[config.mk]
export PLATFORM = sky130hd
export DESIGN_NAME = useq_engine
export DESIGN_NICKNAME = d
export VERILOG_FILES = /design/src/rtl/useq_pkg.sv /design/src/rtl/useq_stack.sv /design/src/rtl/useq_engine.sv
export SDC_FILE = /design/constraint.sdc
export NUM_CORES = 1
export LEC_CHECK = 0
export ABC_AREA = 0
export BUFFER_PORTS_ARGS = -buffer_cell sky130_fd_sc_hd__buf_2
export CORE_ASPECT_RATIO = 0.7
export CORE_UTILIZATION = 55
export CTS_CLUSTER_DIAMETER = 40
export DETAILED_ROUTE_END_ITERATION = 8
export PLACE_DENSITY = 0.78
export REMOVE_ABC_BUFFERS = 1
export SETUP_SLACK_MARGIN = 0.5
export SYNTH_ARGS = -nofsm -noshare
export SYNTH_HDL_FRONTEND = slang
export SYNTH_SLANG_ARGS = --single-unit
[constraint.sdc]
create_clock -name clk -period 3.9 [get_ports clk]
set_input_delay 0.585 -clock clk [delete_from_list [all_inputs] [get_ports clk]]
set_output_delay 0.585 -clock clk [all_outputs]
set_load 0.02 [all_outputs]
[src/rtl/useq_pkg.sv]
// Shared definitions for the microsequencer: next-address codes and FSM state encoding.
package useq_pkg;

    localparam logic [2:0] SEQ_NEXT     = 3'd0;
    localparam logic [2:0] SEQ_JUMP     = 3'd1;
    localparam logic [2:0] SEQ_BZ       = 3'd2;
    localparam logic [2:0] SEQ_BC       = 3'd3;
    localparam logic [2:0] SEQ_CALL     = 3'd4;
    localparam logic [2:0] SEQ_RET      = 3'd5;
    localparam logic [2:0] SEQ_DISPATCH = 3'd6;
    localparam logic [2:0] SEQ_HALT     = 3'd7;

    typedef enum logic [1:0] {
        ST_FETCH  = 2'd0,
        ST_EXEC   = 2'd1,
        ST_HALTED = 2'd2
    } useq_state_e;

endpackage

[src/rtl/useq_stack.sv]
// Synchronous LIFO of return addresses; top-of-stack is visible combinationally on dout.
module useq_stack #(
    parameter int DEPTH = 4,
    parameter int W     = 6
) (
    input  logic         clk,
    input  logic         push,
    input  logic         pop,
    input  logic         clear,
    input  logic [W-1:0] din,
    output logic [W-1:0] dout,
    output logic         full,
    output logic         empty
);

    localparam int SP_W = $clog2(DEPTH + 1);
    localparam int AW   = (DEPTH > 1) ? $clog2(DEPTH) : 1;

    logic [W-1:0]    mem [0:(1<<AW)-1];
    logic [SP_W-1:0] sp;
    logic [AW-1:0]   top_idx;

    assign full    = (sp == SP_W'(DEPTH));
    assign empty   = (sp == '0);
    assign top_idx = AW'(sp - SP_W'(1));
    assign dout    = mem[top_idx];

    // Push and pop never coincide from the sequencer; push wins if they did.
    always_ff @(posedge clk) begin
        if (clear) begin
            sp <= '0;
        end else if (push && !full) begin
            mem[AW'(sp)] <= din;
            sp           <= sp + SP_W'(1);
        end else if (pop && !empty) begin
            sp <= sp - SP_W'(1);
        end
    end

endmodule

[src/rtl/useq_engine.sv]
// Microsequencer: maps opcodes to microroutines and steps the micro-PC through control memory.
// Optional USEQ_PERF_EN adds saturating accepted-instruction and EXEC-cycle counters.
module useq_engine
    import useq_pkg::*;
#(
    parameter int OPC_W       = 8,
    parameter int UADDR_W     = 6,
    parameter int MAP_SHIFT   = 2,
    parameter int STACK_DEPTH = 4
) (
    input  logic               clk,
    input  logic               reset,
    input  logic               instr_valid,
    output logic               instr_ready,
    input  logic [OPC_W-1:0]   opcode,
    input  logic               flag_z,
    input  logic               flag_c,
    input  logic [2:0]         seq_op,
    input  logic [UADDR_W-1:0] seq_target,
    output logic [UADDR_W-1:0] uaddr,
    output logic               uvalid,
    output logic               halted,
`ifdef USEQ_PERF_EN
    output logic [15:0]        instr_count,
    output logic [31:0]        ucycle_count,
`endif
    output logic               err
);

    useq_state_e state, next_state;
    logic [UADDR_W-1:0] next_uaddr, uaddr_inc, stk_top;
    logic [OPC_W+MAP_SHIFT-1:0] shifted;
    logic next_err, push, pop, stk_clear, stk_full, stk_empty, accept;

    assign shifted     = (OPC_W + MAP_SHIFT)'(opcode) << MAP_SHIFT;
    assign uaddr_inc   = uaddr + UADDR_W'(1);
    assign instr_ready = (state == ST_FETCH);
    assign uvalid      = (state == ST_EXEC);
    assign halted      = (state == ST_HALTED);
    assign accept      = instr_ready && instr_valid;
    assign stk_clear   = reset || (uvalid && seq_op == SEQ_DISPATCH);

    useq_stack #(.DEPTH(STACK_DEPTH), .W(UADDR_W)) u_stack (
        .clk   (clk),
        .push  (push),
        .pop   (pop),
        .clear (stk_clear),
        .din   (uaddr_inc),
        .dout  (stk_top),
        .full  (stk_full),
        .empty (stk_empty)
    );

    always_comb begin
        next_state = state;
        next_uaddr = uaddr;
        next_err   = err;
        push       = 1'b0;
        pop        = 1'b0;
        case (state)
            ST_FETCH: begin
                if (instr_valid) begin
                    next_uaddr = UADDR_W'(shifted);
                    next_state = ST_EXEC;
                end
            end
            ST_EXEC: begin
                case (seq_op)
                    SEQ_NEXT: next_uaddr = uaddr_inc;
                    SEQ_JUMP: next_uaddr = seq_target;
                    SEQ_BZ:   next_uaddr = flag_z ? seq_target : uaddr_inc;
                    SEQ_BC:   next_uaddr = flag_c ? seq_target : uaddr_inc;
                    SEQ_CALL: begin
                        if (stk_full) begin
                            next_err   = 1'b1;
                            next_state = ST_HALTED;
                        end else begin
                            push       = 1'b1;
                            next_uaddr = seq_target;
                        end
                    end
                    SEQ_RET: begin
                        if (stk_empty) begin
                            next_err   = 1'b1;
                            next_state = ST_HALTED;
                        end else begin
                            pop        = 1'b1;
                            next_uaddr = stk_top;
                        end
                    end
                    SEQ_DISPATCH: begin
                        next_uaddr = '0;
                        next_state = ST_FETCH;
                    end
                    default: next_state = ST_HALTED;
                endcase
            end
            default: ;
        endcase
    end

    always_ff @(posedge clk) begin
        if (reset) begin
            state <= ST_FETCH;
            uaddr <= '0;
            err   <= 1'b0;
        end else begin
            state <= next_state;
            uaddr <= next_uaddr;
            err   <= next_err;
        end
    end

`ifdef USEQ_PERF_EN
    always_ff @(posedge clk) begin
        if (reset) begin
            instr_count  <= '0;
            ucycle_count <= '0;
        end else begin
            if (accept && instr_count != 16'hFFFF)
                instr_count <= instr_count + 16'd1;
            if (uvalid && ucycle_count != 32'hFFFF_FFFF)
                ucycle_count <= ucycle_count + 32'd1;
        end
    end
`else
    logic unused_accept;
    assign unused_accept = accept;
`endif

endmodule
==> Yosys cells after proc, flatten, opt, wreduce, memory -nomap -nowiden <==
Memories as Yosys holds them, arrays and structs flattened.
Index checks and enable logic that the tools add are counted.
{ "classes": {"addsub": 3, "mul": 0, "magnitude_cmp": 0, "mux": 26, "eq_ne": 18, "n_reduce_logical": 16, "n_div": 0, "n_shift": 0, "n_bitwise": 0} }
{ "ops": {"columns": ["op", "count"], "rows": [
  ["one-hot mux 6 bit (7 select lines)", 1],
  ["2-to-1 mux 6 bit", 5],
  ["equality test 3 bit, second input constant", 4],
  ["one-hot mux 6 bit (2 select lines)", 1],
  ["2-to-1 mux 1 bit", 11],
  ["AND reduction 5 bit", 2],
  ["inequality test 8 x 1 -> 1 bit, second input constant", 1],
  ["one-hot mux 2 bit (4 select lines)", 1],
  ["adder 6 x 1 -> 6 bit, second input constant", 1],
  ["equality test 3 x 2 -> 1 bit, second input constant", 2],
  ["zero test 3 bit", 2],
  ["2-to-1 mux 2 bit", 3],
  ["2-to-1 mux 3 bit", 2],
  ["inequality test 3 x 2 -> 1 bit, second input constant", 2],
  ["inequality test 3 bit, second input constant", 2],
  ["nonzero test 2 bit", 3],
  ["inequality test 2 x 1 -> 1 bit, second input constant", 2],
  ["inequality test 2 bit, second input constant", 2],
  ["one-hot mux 2 bit (2 select lines)", 1],
  ["AND reduction 4 bit", 1],
  ["OR reduction 4 bit", 1],
  ["adder 3 x 1 -> 3 bit, second input constant", 1],
  ["equality test 3 x 1 -> 1 bit, second input constant", 1],
  ["logical AND 1 bit", 3],
  ["7 further kinds", 8]
]} }
{ "word_totals": {"reg_bits": 12, "wordCells": 68, "latch_bits": 0, "n_memories": 1, "ramBits": 24, "mem_bits_ro": 0, "out_inout_bits": 10} }
{ "mem_list": {"columns": ["name", "words", "width", "rd", "rd_ports_with_merged_regs", "wr", "line_no", "rtl"], "rows": [
  ["u_stack.mem", 4, 6, 1, 0, 1, "useq_stack.sv:19", "logic [W-1:0] mem [0:(1<<AW)-1];"]
]} }

==> Depth between registers and ports, before layout <==
{ "depth": {"ltp_word": 8, "mapped_depth": 8, "mapped_depth_nobuf": 7} }

==> Cells and area by module <==
From an unflattened synthesis, not the netlist that was laid out.
{ "unflattened": {"cells_unflattened": 154, "area_unflattened_um2": 1889.3} }
{ "by_module_without_submodules": {"columns": ["mod", "area_each_um2", "n_inst", "cells_per_inst", "seq_area_each_um2"], "rows": [
  ["useq_stack", 1144.8, 1, 65, 780.7],
  ["useq_engine", 744.5, 1, 89, 180.2]
]} }

==> Worst setup path before layout <==
OpenSTA, ideal clock, no wires.
{ "synth_path": {"path_kind": "reg-to-reg", "from": "register u_stack.sp[0]", "to": "register uaddr[5]", "slack_ns": 1.664, "arrival_time_ns": 2.118, "stages_incl_launch_ff": 9, "setup_ns": 0.117, "path_cell_list": "dfxtp_1 -> buf_4 -> inv_1 -> ha_1 -> clkbuf_1 -> mux4_2 -> a221o_1 -> a21o_1 -> a32o_1"} }
{ "synth_between": {"elab_chain_cells": 5, "word_cells_on_any_way": 10} }
{ "synth_lines": {"columns": ["element", "line_no", "rtl"], "rows": [
  ["start: declaration", "useq_stack.sv:20", "logic [SP_W-1:0] sp;"],
  ["start signal: assignment", "useq_stack.sv:34", "sp <= sp + SP_W'(1);"],
  ["start signal: assignment", "useq_stack.sv:36", "sp <= sp - SP_W'(1);"],
  ["subtractor 3 x 1 -> 3 bit", "useq_stack.sv:25", "assign top_idx = AW'(sp - SP_W'(1));"],
  ["memory (4 x 6 bit)", null, null],
  ["2-to-1 mux 6 bit", "useq_engine.sv:83", "if (stk_empty) begin"],
  ["one-hot mux 6 bit (7 select lines)", "useq_engine.sv:68", "case (seq_op)"],
  ["one-hot mux 6 bit (2 select lines)", "useq_engine.sv:60", "case (state)"],
  ["end signal: assignment", "useq_engine.sv:109", "uaddr <= next_uaddr;"],
  ["end: declaration", "useq_engine.sv:20", "output logic [UADDR_W-1:0] uaddr,"]
]} }
Parallel ways exist; a longest one is shown, timed or not. The select of a mux whose other input is x is not followed.
A chain may end at the register's enable or synchronous reset.

==> Final worst setup path <==
{ "layout_path": {"from": "register u_stack.sp[0]", "to": "register uaddr[1]"} }
The elaborated chain is that of the path after synthesis.

==> qor.csv <==
metric,value,unit
run status,completed,
clock tree buffer depth,2,
Slew Limit Fails,0,
CTS Hold Bufs,0,
initial core utilization,0.589,
post-synthesis cell type count,44,
Final Setup Violations,0,
layout cells sized above 1,0.211,
CP max stage delay,0.64,ns
syn avg cell area,11.1,um^2
Post-Syn Area,1900,um^2
Core Region,3230,um^2
worst hold path class,reg -> reg,
Total Routing Usage GR,0.252,
# placed instances,238,
Setup CP Type,reg -> reg,
Final period util,0.670,
Core Rows,17,
Slew headroom,0.610,
"CTS clk-pin slew, worst paths",0.07,ns
Die ar.,3700,um^2
CTS buffer count,5,
sequential area share after synthesis,0.505,
Final Instance Count excl. Fillers,246,
ant diodes,0,
worst slew pin tran,0.584,ns
Reg area,961,um^2
"commonest non-fill, non-tap cells in the layout","buf_2 (27), edfxtp_1 (24), nand2_1 (16), nor2_1 (12), dfxtp_1 (12)",
Filler Cell Count,252,
"Async S/R FF share, synth",0,
Routed wire per std cell,17.2,um
total grt overflow,0,
DRC Markers,0,
synthesized flop and latch total,36,
die height,51.2,um
worst path required time,4.08,ns
CP Launch Type,flop,
number of global-route vias before repair,1332,
final hold viol count,0,
Post CTS Setup Buffer Count,0,
global-route wire length before repair,6600,um
TNS Setup,0,ns
cells after synthesis,171,
clock skew,0.00626,ns
I/O Buffers,27,
Root Driver,clkbuf_8,
CTS sink count,36,
TritonCTS clock tree,yes,
Post-synth EDFFs,24,
CTS resizes,0,
Via density,6.02,
IO Pins,32,
clock period minus worst slack,2.61,ns
final design utilization,0.662,
multi-input logic area,863,um^2
maxcap violations,0,
Leakage,0.826,nW
antenna violations before repair,0,
area delta synth->final,12.4,%
CP max-delay cell,dfxtp_1,
Die Width,72.3,um
final RePlAce weighted congestion,0.918,
router iterations before antenna repair,4,
crit path capture type,flop,
number of DRC markers in iteration 0,144,
RSZ-0062 raised after global routing,no,
critical path peak fanout,9,
worst-skew pair later-pin latency,0.29,ns
crit-path cells,inv_1 -> ha_1 -> nand4bb_1 -> nand3_1 -> o22ai_1 -> nor2_1 -> a221o_1,
Worst VDD drop,0.000173,V
Peak Freq,0.383,GHz
H-Tree Depth,2,
"commonest non-fill, non-tap cell in the layout",buf_2,
largest net degree at the start of global routing,16,
Final #Nets,226,
Final ANT Viol Nets,0,
worst hold margin,0.510,ns
P per Cell Area,375,nW/um^2
synth warn,0,
Worst EP arrival,2.79,ns
Total Wirelength,4240,um
"Top FF cell, synth",edfxtp_1,
Final HPWL DP,3120,um
via count,1482,
## metrics by stage
stage	total power (W)	setup WS, ns	instance area [um^2]
finish	0.000803	1.29	2140
global route	0.000837	1.09	2140
CTS	0.000806	1.31	2140
detailed placement	0.000561	1.33	2060
global placement	0.000556	1.41	2060
floorplan	0.000515	1.66	1860
## area by class of cell
cell class	count	share of cell area
multi-input cells	118	0.404
repair buffers	28	0.0667
inverters	9	0.0158
clock inverters	2	0.00351
flip-flops and latches	36	0.449
well taps	47	0.0275
clock buffers	6	0.0339
## state kept, by name, summed over array words and instances (netlist names)
name	flops
err	1
uaddr	6
state	2
u_stack.sp	3
u_stack.mem	24
## synthesized netlist by cell type, types with 4 or more instances
library cell | instances | area share
edfxtp_1 | 24 | 0.38
nand2_1 | 16 | 0.032
dfxtp_1 | 12 | 0.13
nor2_1 | 12 | 0.024
a21oi_1 | 8 | 0.021
inv_1 | 8 | 0.016
o21ai_0 | 8 | 0.021
ha_1 | 6 | 0.039
mux4_2 | 6 | 0.071
nand3_1 | 6 | 0.016
and2_1 | 4 | 0.013
nor3_1 | 4 | 0.011
## path summary, 6_finish.rpt
| path | startpoint | endpoint | slack (ns) | depth (start not counted) |
|---|---|---|---|---|
| max | u_stack.sp[0] | uaddr[1] | 1.29 | 7 |
| min | err | err | 0.51 | 2 |
| max reg2reg | u_stack.sp[0] | uaddr[1] | 1.29 | 7 |
| min reg2reg | err | err | 0.51 | 2 |
## power breakdown
part / internal, W / switching (W)
Sequential: 0.000420 / 0.0000139
Clock: 0.000122 / 0.000125
Combinational: 0.0000455 / 0.0000766
## cells by family after synthesis
group,count (synthesis),share of synthesized area
mux,7,0.0769
flops,36,0.505
xor+xnor,6,0.0276
compound gates,39,0.147
buf+inv,17,0.0414
simple gates,60,0.163
fa+ha+maj,6,0.0394
## worst max-delay path, delay by kind of cell (launching register included)
| family | cells | cell delay, ns |
|---|---|---|
| flip-flops | 1 | 0.64 |
| buffers and inverters | 1 | 0.20 |
| adder cells (fa/ha/maj) | 1 | 0.34 |
| AO/OA/AOI/OAI | 2 | 0.82 |
| AND/OR/NAND/NOR | 3 | 0.50 |
## metal layers
metal	GRT usage	vias to the layer above	wire length [um]
met5	0	-	0
met4	0.0882	0	21
met3	0.0848	2	294
met2	0.349	73	1900
met1	0.366	710	2030
li1	-	697	-
Note: power is estimated with default switching activity, not from simulation.
